===== config.mk =====
export PLATFORM = sky130hd
export DESIGN_NAME = store_exp_table
export DESIGN_NICKNAME = d
export VERILOG_FILES = /design/src/rtl/store_exp_table.sv
export SDC_FILE = /design/constraint.sdc
export NUM_CORES = 1
export LEC_CHECK = 0
export CORE_ASPECT_RATIO = 1.5
export CORE_MARGIN = 3
export CORE_UTILIZATION = 45
export DETAILED_ROUTE_END_ITERATION = 12
export HOLD_SLACK_MARGIN = 0.12
export SLEW_MARGIN = 25
export SYNTH_ARGS = -nofsm -noshare
export SYNTH_HDL_FRONTEND = slang
export SYNTH_SLANG_ARGS = --single-unit

===== constraint.sdc =====
create_clock -name clk -period 9 [get_ports clk]
set_input_delay 0.9 -clock clk [delete_from_list [all_inputs] [get_ports clk]]
set_output_delay 0.9 -clock clk [all_outputs]
set_load 0.05 [all_outputs]

===== src/rtl/store_exp_table.sv =====
// Expected (address, data) table: one synchronous write port, one combinational read port.
module store_exp_table #(
    parameter int unsigned DEPTH  = 8,
    parameter int unsigned ADDR_W = 32,
    parameter int unsigned DATA_W = 32
) (
    input  logic                     clk,
    input  logic                     we,
    input  logic [$clog2(DEPTH)-1:0] widx,
    input  logic [ADDR_W-1:0]        waddr,
    input  logic [DATA_W-1:0]        wdata,
    input  logic [$clog2(DEPTH)-1:0] ridx,
    output logic [ADDR_W-1:0]        raddr,
    output logic [DATA_W-1:0]        rdata
);
    logic [ADDR_W-1:0] addr_mem [DEPTH];
    logic [DATA_W-1:0] data_mem [DEPTH];

    // Contents are deliberately not reset so a table survives a checker reset.
    always_ff @(posedge clk) begin
        if (we) begin
            addr_mem[widx] <= waddr;
            data_mem[widx] <= wdata;
        end
    end

    assign raddr = addr_mem[ridx];
    assign rdata = data_mem[ridx];
endmodule


==> summary.md, run 1 <==
| Metric | Value |
|---|---|
| Status | finished clean |
| Sink Count | approximately 500 |
| Residual DRC count | 0 |
| Fraction of layout cells with a size suffix above 1 | 0.298 |
| Placer congestion estimate | roughly 0.67 |
| Least-Margin Pin Slew | between 900 and 1000 ps |
| Mapped cell area | 0.0193 sq mm |
| HPWL Detailed | approximately 19,000 um |
| Final instance area | around 0.023 sq mm |
| Setup ws final | between 4000 and 5000 ps |
| Vias in the first global route | 9,182 |
| Final setup fails | 0 |
| Via Count | approximately 8,300 |
| Final WL | ~37,000 um |
| Tmin final | roughly 4700 ps |
| Seq/Total Area, Yosys | 0.798 |
| Power density cells | ~220 mW/mm^2 |
| Worst Setup Start Kind | input pin |
| Die X | 175 um |
| Pin count of the biggest net entering global routing | 52 |
| CTS Buf Count | 47 |
| Max-cap violations | 0 |
| Ports | between 100 and 150 |
| Pins Over Slew Limit | 0 |
| Final Util | 0.540 |
| IO Port Bufs | between 100 and 150 |
| TritonRoute pass-1 iters | 4 |
| Clock buffer depth | 3 |
| Hold violation count in the final report | 0 |
| Via density | ~5.5 |
| RSZ-0062 raised after global routing | false |
| Synth cell types | 12 |
| Area delta synth->final | 18.2% |
| Syn Inst Count | between 700 and 800 |
| Maximum vdd drop | about 0.00015 V |
| Flops & latches, synth | 512 |
| First-pass GRT wire length | between 50,000 and 60,000 um |
| Max-Slew Margin vs Limit | 0.356 |
| Maximum fanout along the worst path | 44 |
| DRT iter0 DRCs | between 600 and 700 |
| CTS hold repair buffers | 0 |
| Die area | 0.0454 sq mm |
| DRT antenna net count | 0 |
| Syn_area_per_cell | 25.6 sq um |
| Clk root buf | clkbuf_16 |
| Die H | 259 um |
| Tcrit/Tclk final | 0.527 |
| Fin nets | 992 |
| CP endpoint kind | primary output |
| Clk slew on worst S/H paths | about 60 ps |
| Critical path type | input pin to primary output |
| Rows | 92 |
| Critical Path AT | around 3800 ps |
| P_leak | between 7 and 8 nW |
| Placed insts | 1,435 |
| Pre-CTS setup slack | ~4100 ps |
| Setup TNS | 0 ps |
| Post-DP Area | about 0.021 sq mm |
| Fin cells | between 1,500 and 2,000 |
| Total GRT Usage | 0.166 |
| Area of the core | around 0.042 sq mm |
| H-tree depth | 2 |
| Min-delay worst type | input pin to flip-flop |
| Avg WL per Cell | approximately 24 um |
| Net Count, Synth | 824 |
| Synth Warn # | 0 |
| Post-CTS Resized | 0 |
| CTS tree | yes |
| Initial antenna violation count | 2 |
| # Post-CTS Setup Buffers | 0 |
| Req. time, crit path | roughly 8100 ps |
| Fmax | 0.211 GHz |
| Remaining global-route overflow | 0 |
| Initial Util | 0.457 |
## where the power goes
part           total (mW)  internal (mW)  switching, mW
logic               0.433          0.179          0.253
registers            2.72           2.71         0.0152
clock network        1.89           1.07          0.811
total                5.04           3.96           1.08
## worst paths after layout
| kind | from | cells after the start | slack, ps | end |
|---|---|---|---|---|
| setup / recovery | ridx[0] | 5 | 4260 | rdata[2] |
| hold / removal | wdata[15] | 1 | 1080 | data_mem[1][15] |
## cells in the final DEF (no fill, tap or decap), types with 6 or more instances in the layout
cell type	netlist	layout
clkinv_1	0	15
buf_4	3	20
nor2_4	0	6
clkinv_2	0	10
edfxtp_1	512	512
clkdlybuf4s50_1	0	132
clkbuf_16	0	49
mux2_2	64	64
clkbuf_1	9	7
mux4_2	128	128
## kinds of logic after synthesis
| family | share of synthesized area |
|---|---|
| DFF | 0.798 |
| muxes | 0.187 |
| buffers and inverters | 0.0119 |
| and+or+nand+nor | 0.00305 |
## per-stage QoR
step | hold slack (ps) | power [mW]
after detailed placement | 1640 | 3.21
after floorplan | 999 | 3.05
final | 1080 | 5.04
after CTS | 1060 | 5.10
after global placement | 1640 | 3.21
after global routing | 1090 | 5.21
## final cells by class
cell class	instances	area, sq um
diodes	1	2.50
clock buffers	56	1250
clock inverters	29	205
fillers	3275	19400
multi-input cells	205	3720
flip-flops and latches	512	15400
well taps	564	706
repair buffers	154	1510
## cell usage after synthesis
master	n	area share
buf_1	9	0.0018
buf_2	3	0.00078
buf_4	3	0.0012
buf_6	11	0.0064
clkbuf_1	9	0.0018
edfxtp_1	512	0.80
mux2_2	64	0.037
mux4_2	128	0.15
nand2_1	2	0.00039
nand2b_1	3	0.00097
nor2_1	6	0.0012
nor3_1	2	0.00052
## flip-flops by register name (all words and copies together), names as in the netlist
name      count
addr_mem    256
data_mem    256
## critical path, cell delays in order
cell             delay (ps)
clkbuf_8                420
buf_4                   820
mux4_2                  610
mux2_2                  280
clkdlybuf4s50_1         750
## routing by layer
| metal | routed length (um) | global-route usage | vias to the layer above |
|---|---|---|---|
| met5 | 11 | 0 | - |
| met4 | 711 | 0.0433 | 2 |
| met2 | 19300 | 0.287 | 193 |
| met3 | 1730 | 0.0284 | 56 |
| li1 | - | - | 3582 |
| met1 | 15500 | 0.221 | 4457 |
Note: power is estimated with default switching activity, not from simulation.
==> run 2: changes to the inputs <==
clock period = 4.9 ns   (was 9 ns; I/O delays follow)
==> summary.md, run 2 (synthesis gave the netlist of run 1 again) <==
| Metric | Value |
|---|---|
| First-pass GRT wire length | 57,100 um (was 56,200 um) |
| IO Port Bufs | 135 (unchanged) |
| CTS Buf Count | 46 (was 47) |
| Via density | 5.49 (was 5.45) |
| Remaining global-route overflow | 0 (unchanged) |
| Maximum vdd drop | 0.000209 V (was 0.000151 V) |
| Critical Path AT | 3000 ps (was 3840 ps) |
| Switching Power | 1.96 mW (was 1.08 mW) |
| Clock buffer depth | 3 (unchanged) |
| Min-delay worst type | input pin to flip-flop (unchanged) |
| CP peak stage delay | 700 ps (was 820 ps) |
| Maximum fanout along the worst path | 52 (was 44) |
| Least-Margin Pin Slew | 832 ps (was 964 ps) |
| Cell count along the critical path | 5 (unchanged) |
| Hold path start | waddr[4] (was wdata[15]) |
| Vias in the first global route | 9,119 (was 9,182) |
| Pins Over Slew Limit | 0 (unchanged) |
| Area of the core | 0.0421 sq mm (unchanged) |
| CP max-delay cell | clkdlybuf4s50_1 (was buf_4) |
| Pin count of the biggest net entering global routing | 65 (was 52) |
| Initial Util | 0.457 (unchanged) |
| Status | finished clean (unchanged) |
| Die area | 0.0454 sq mm (unchanged) |
| Fin nets | 996 (was 992) |
| Tmin final | roughly 3500 ps |
| Critical path type | input pin to primary output (unchanged) |
| Largest regs | addr_mem x256, data_mem x256 (unchanged) |
| Post-CTS Resized | 0 (unchanged) |
| Critical path's top delay family | buffers and inverters (unchanged) |
| Seq pwr share | 0.547 (was 0.540) |
| Power density cells | 400 mW/mm^2 (was 221 mW/mm^2) |
| P_leak | 7.10 nW (about the same) |
| Clk slew on worst S/H paths | 60 ps (about the same) |
| Most frequent cells in the layout | 512 x edfxtp_1, 132 x clkdlybuf4s50_1, 128 x mux4_2, 64 x mux2_2, 49 x clkbuf_16 (unchanged) |
| DRT iter0 DRCs | 565 (was 646) |
| WP buf/inv | 3 (unchanged) |
| Total GRT Usage | 0.168 (was 0.166) |
| Setup TNS | 0 ps (unchanged) |
| DRT antenna net count | 0 (unchanged) |
| Req. time, crit path | 4410 ps (was 8100 ps) |
| Rows | 92 (unchanged) |
| Clk root buf | clkbuf_16 (unchanged) |
| Net Sw Frac | 0.215 (was 0.214) |
| Ports | 136 (unchanged) |
| H-tree depth | 2 (unchanged) |
| Area delta synth->final | 18.3% (was 18.2%) |
| Die H | 259 um (unchanged) |
| Fmax | roughly 0.29 GHz |
| Initial antenna violation count | 3 (was 2) |
| Max-Slew Margin vs Limit | 0.444 (was 0.356) |
| Worst Setup Start Kind | input pin (unchanged) |
| Avg WL per Cell | 24.3 um (was 24.5 um) |
| Residual DRC count | 0 (unchanged) |
| # Post-CTS Setup Buffers | 0 (unchanged) |
| CTS tree | yes (unchanged) |
| Fraction of layout cells with a size suffix above 1 | 0.300 (was 0.298) |
| Final WL | 36,900 um (was 37,300 um) |
| Combinational share of power | 0.088 (was 0.086) |
| Hold violation count in the final report | 0 (unchanged) |
| Die X | 175 um (unchanged) |
| Sink Count | 512 (unchanged) |
| TritonRoute pass-1 iters | 5 (was 4) |
| Hold depth | 1 (unchanged) |
| Internal | 7.17 mW (was 3.96 mW) |
| CP endpoint kind | primary output (unchanged) |
| HPWL Detailed | 20,200 um (was 19,100 um) |
| Via Count | 8,328 (was 8,290) |
| Max-cap violations | 0 (unchanged) |
| RSZ-0062 raised after global routing | false (unchanged) |
| Crit-path cells | clkbuf_8 -> buf_4 -> mux4_2 -> mux2_2 -> clkdlybuf4s50_1 (unchanged) |
| Final setup fails | 0 (unchanged) |
| Pwr Total | 9.13 mW (was 5.04 mW) |
| Clock Power Share | 0.364 (was 0.374) |
| Tcrit/Tclk final | 0.713 |
| Worst Hold End | addr_mem[7][4] (was data_mem[1][15]) |
| CTS hold repair buffers | 0 (unchanged) |
| Placer congestion estimate | 0.683 (was 0.674) |
| Most common cell after layout, fill and taps aside | edfxtp_1 (unchanged) |
-- run 2: cell types whose count changed in the layout (fill, tap and decap cells not counted), moves of 2 or more --
cell,before,now
nor3_4,0,2
bufinv_16,3,1
buf_12,0,6
clkinv_1,15,7
clkbuf_1,7,10
clkinv_2,10,7
nor3_2,2,0
-- run 2: cell type report --
class,count,area (sq um)
Fill cell,3231,19300
Sequential cell,512,15400
Multi-Input combinational cell,205,3730
Timing Repair Buffer,159,1610
Clock buffer,59,1260
Tap cell,564,706
Clock inverter,17,108
Antenna cell,2,5.00
-- run 2: per-stage QoR --
step                      hold WS (ps)  cells  utilization  setup WS, ps  cell area (sq um)
after floorplan                    589    752            -          1030              19300
after detailed placement          1230   1440        0.508          1330              21400
after global placement            1220   1440        0.508          1350              21400
after CTS                          636   1516        0.541          1320              22800
after global routing               676   1517        0.541          1220              22800
final                              658   1518        0.541          1410              22800
-- run 2: worst max-delay path by stage --
stage / start / endpoint / slack [ps]
2_1_floorplan: widx[1] / addr_mem[1][0] / 1030
3_3_place_gp: ridx[0] / rdata[8] / 1350
3_5_place_dp: ridx[0] / raddr[29] / 1330
4_1_cts: ridx[0] / raddr[29] / 1320
5_1_grt: ridx[0] / raddr[29] / 1220
6_report: ridx[0] / raddr[29] / 1410
-- run 2: power groups by stage --
| stage | clock (mW) | sequential (mW) | combinational [mW] |
|---|---|---|---|
| after global routing | 3.58 | 5.01 | 0.853 |
| after detailed placement | 0 | 5.09 | 0.819 |
| after global placement | 0 | 5.08 | 0.816 |
| after floorplan | 0 | 5.09 | 0.508 |
| after CTS | 3.41 | 5.00 | 0.822 |
| final | 3.33 | 5.00 | 0.804 |
-- run 2: metal layers --
metal	up-vias	global-route usage	wire, um	part of all wire
met3	62	0.0287	1410	0.038
li1	3588	-	-	-
met4	2	0.0559	999	0.027
met2	161	0.287	19100	0.52
met1	4515	0.221	15400	0.42
met5	-	0	12	0.00032
==> run 3: changes to the inputs <==
clock period = 3.34 ns   (was 4.9 ns; I/O delays follow)
==> summary.md, run 3 (synthesis gave the netlist of run 1 again) <==
| Metric | Value |
|---|---|
| Die H | 259 um (unchanged) |
| Pwr Total | 13.9 mW (was 9.13 mW) |
| Fin cells | 1,529 (was 1,518) |
| Least-Margin Pin Slew | 672 ps (was 832 ps) |
| Critical Path AT | 2420 ps (was 3000 ps) |
| Maximum vdd drop | 0.000445 V (was 0.000209 V) |
| Initial antenna violation count | 3 (unchanged) |
| Most frequent cells in the layout | 512 x edfxtp_1, 128 x mux4_2, 97 x clkdlybuf4s50_1, 64 x mux2_2, 58 x buf_4 (was 512 x edfxtp_1, 132 x clkdlybuf4s50_1, 128 x mux4_2, 64 x mux2_2, 49 x clkbuf_16) |
| Final setup fails | 0 (unchanged) |
| Hold violation count in the final report | 0 (unchanged) |
| P_leak | 7.26 nW (was 7.10 nW) |
| Tcrit/Tclk final | 0.825 |
| Max-Slew Margin vs Limit | 0.552 (was 0.444) |
| Final WL | 37,300 um (was 36,900 um) |
| H-tree depth | 2 (unchanged) |
| Power density cells | 604 mW/mm^2 (was 400 mW/mm^2) |
| Setup TNS | 0 ps (unchanged) |
| Ports | 136 (unchanged) |
| Maximum fanout along the worst path | 1 (was 52) |
| Die area | 0.0454 sq mm (unchanged) |
| CTS hold repair buffers | 0 (unchanged) |
| Area delta synth->final | 19.3% (was 18.3%) |
| Via density | 5.38 (was 5.49) |
| Clock buffer depth | 3 (unchanged) |
| First-pass GRT wire length | 56,600 um (was 57,100 um) |
| Hold path start | wdata[7] (was waddr[4]) |
| Largest regs | addr_mem x256, data_mem x256 (unchanged) |
| Final Util | 0.545 (was 0.541) |
| Most common cell after layout, fill and taps aside | edfxtp_1 (unchanged) |
| HPWL Detailed | 20,100 um (was 20,200 um) |
| Avg WL per Cell | 24.4 um (was 24.3 um) |
| TritonRoute pass-1 iters | 6 (was 5) |
| Initial Util | 0.457 (unchanged) |
| Status | finished clean (unchanged) |
| Area of the core | 0.0421 sq mm (unchanged) |
| Remaining global-route overflow | 0 (unchanged) |
| CP endpoint kind | primary output (unchanged) |
| CP max-delay cell | clkdlybuf4s50_1 (unchanged) |
| Fraction of layout cells with a size suffix above 1 | 0.347 (was 0.300) |
| Residual DRC count | 0 (unchanged) |
| CP peak stage delay | 760 ps (was 700 ps) |
| # Post-CTS Setup Buffers | 0 (unchanged) |
| Min-delay worst type | input pin to flip-flop (unchanged) |
| DRT iter0 DRCs | 538 (was 565) |
| CTS tree | yes (unchanged) |
| Hold Worst Slack | 508 ps (was 658 ps) |
| Pins Over Slew Limit | 0 (unchanged) |
| Tmin final | 2760 ps |
| DRT antenna net count | 0 (unchanged) |
| Critical path type | flip-flop to primary output (was input pin to primary output) |
| Placed insts | 1,448 (was 1,440) |
| Clk root buf | clkbuf_16 (unchanged) |
| Crit-path cells | mux4_2 -> mux2_2 -> clkdlybuf4s50_1 (was clkbuf_8 -> buf_4 -> mux4_2 -> mux2_2 -> clkdlybuf4s50_1) |
| CTS Buf Count | 47 (was 46) |
| Req. time, crit path | 3010 ps (was 4410 ps) |
| Fmax | about 0.36 GHz |
| Vias in the first global route | 8,985 (was 9,119) |
| Worst Setup Start Kind | flip-flop (was input pin) |
| Pin count of the biggest net entering global routing | 47 (was 65) |
| Post-CTS Resized | 0 (unchanged) |
| Via Count | 8,232 (was 8,328) |
| Placer congestion estimate | 0.687 (was 0.683) |
| Hold depth | 1 (unchanged) |
| Total GRT Usage | 0.168 (about the same) |
| Worst Hold End | data_mem[4][7] (was addr_mem[7][4]) |
| IO Port Bufs | 135 (unchanged) |
| Clk slew on worst S/H paths | 60 ps (about the same) |
| Sink Count | 512 (unchanged) |
| Die X | 175 um (unchanged) |
| RSZ-0062 raised after global routing | false (unchanged) |
| Fin nets | 1,005 (was 996) |
| Rows | 92 (unchanged) |
| Max-cap violations | 0 (unchanged) |
==> run 3: cell count changes in the layout (fill, tap and decap cells not counted), sizes merged <==
cell	delta
buf	+43
clkdlybuf4s50	-35
bufinv	+7
clkbuf	-4
clkinv	-1
diode	+1
==> run 3: critical path: cells and delay by family (launching register included) <==
family / cells / cell delay, ps
buf+inv: 1 / 760
mux: 2 / 750
flops: 1 / 360
==> run 3: how the worst max path moves through the flow <==
stage	depth (start not counted)	endpoint	slack (ps)	from
floorplan	2	addr_mem[4][0]	-370	widx[1]
global placement	5	raddr[7]	630	ridx[0]
detailed placement	5	raddr[7]	630	ridx[0]
CTS	3	raddr[15]	540	addr_mem[5][15]
global route	3	raddr[18]	510	addr_mem[5][18]
finish	3	raddr[19]	580	addr_mem[6][19]
==> run 3: layout make-up <==
type | count | area (sq um)
Multi-Input combinational cell | 205 | 3730
Antenna cell | 3 | 7.51
Tap cell | 564 | 706
Fill cell | 3229 | 19200
Clock buffer | 55 | 1210
Sequential cell | 512 | 15400
Clock inverter | 23 | 314
Timing Repair Buffer | 167 | 1640
==> run 3: where the power goes <==
part	internal (mW)	switching [mW]	total (mW)
clock	3.18	2.18	5.36
combinational	0.488	0.689	1.18
sequential	7.29	0.0412	7.33
==> run 3: stage by stage <==
stage | cell area [sq um] | setup WS [ps]
2_1_floorplan | 19300 | -370
3_3_place_gp | 21500 | 626
3_5_place_dp | 21500 | 631
4_1_cts | 23000 | 541
5_1_grt | 23000 | 511
6_report | 23000 | 585
==> run 3: routing by layer <==
layer / up-vias / part of all wire / GRT usage
met2: 157 / 0.53 / 0.290
li1: 3597 / - / -
met1: 4428 / 0.41 / 0.216
met3: 50 / 0.047 / 0.0341
met4: 0 / 0.022 / 0.0477
met5: - / 0 / 0
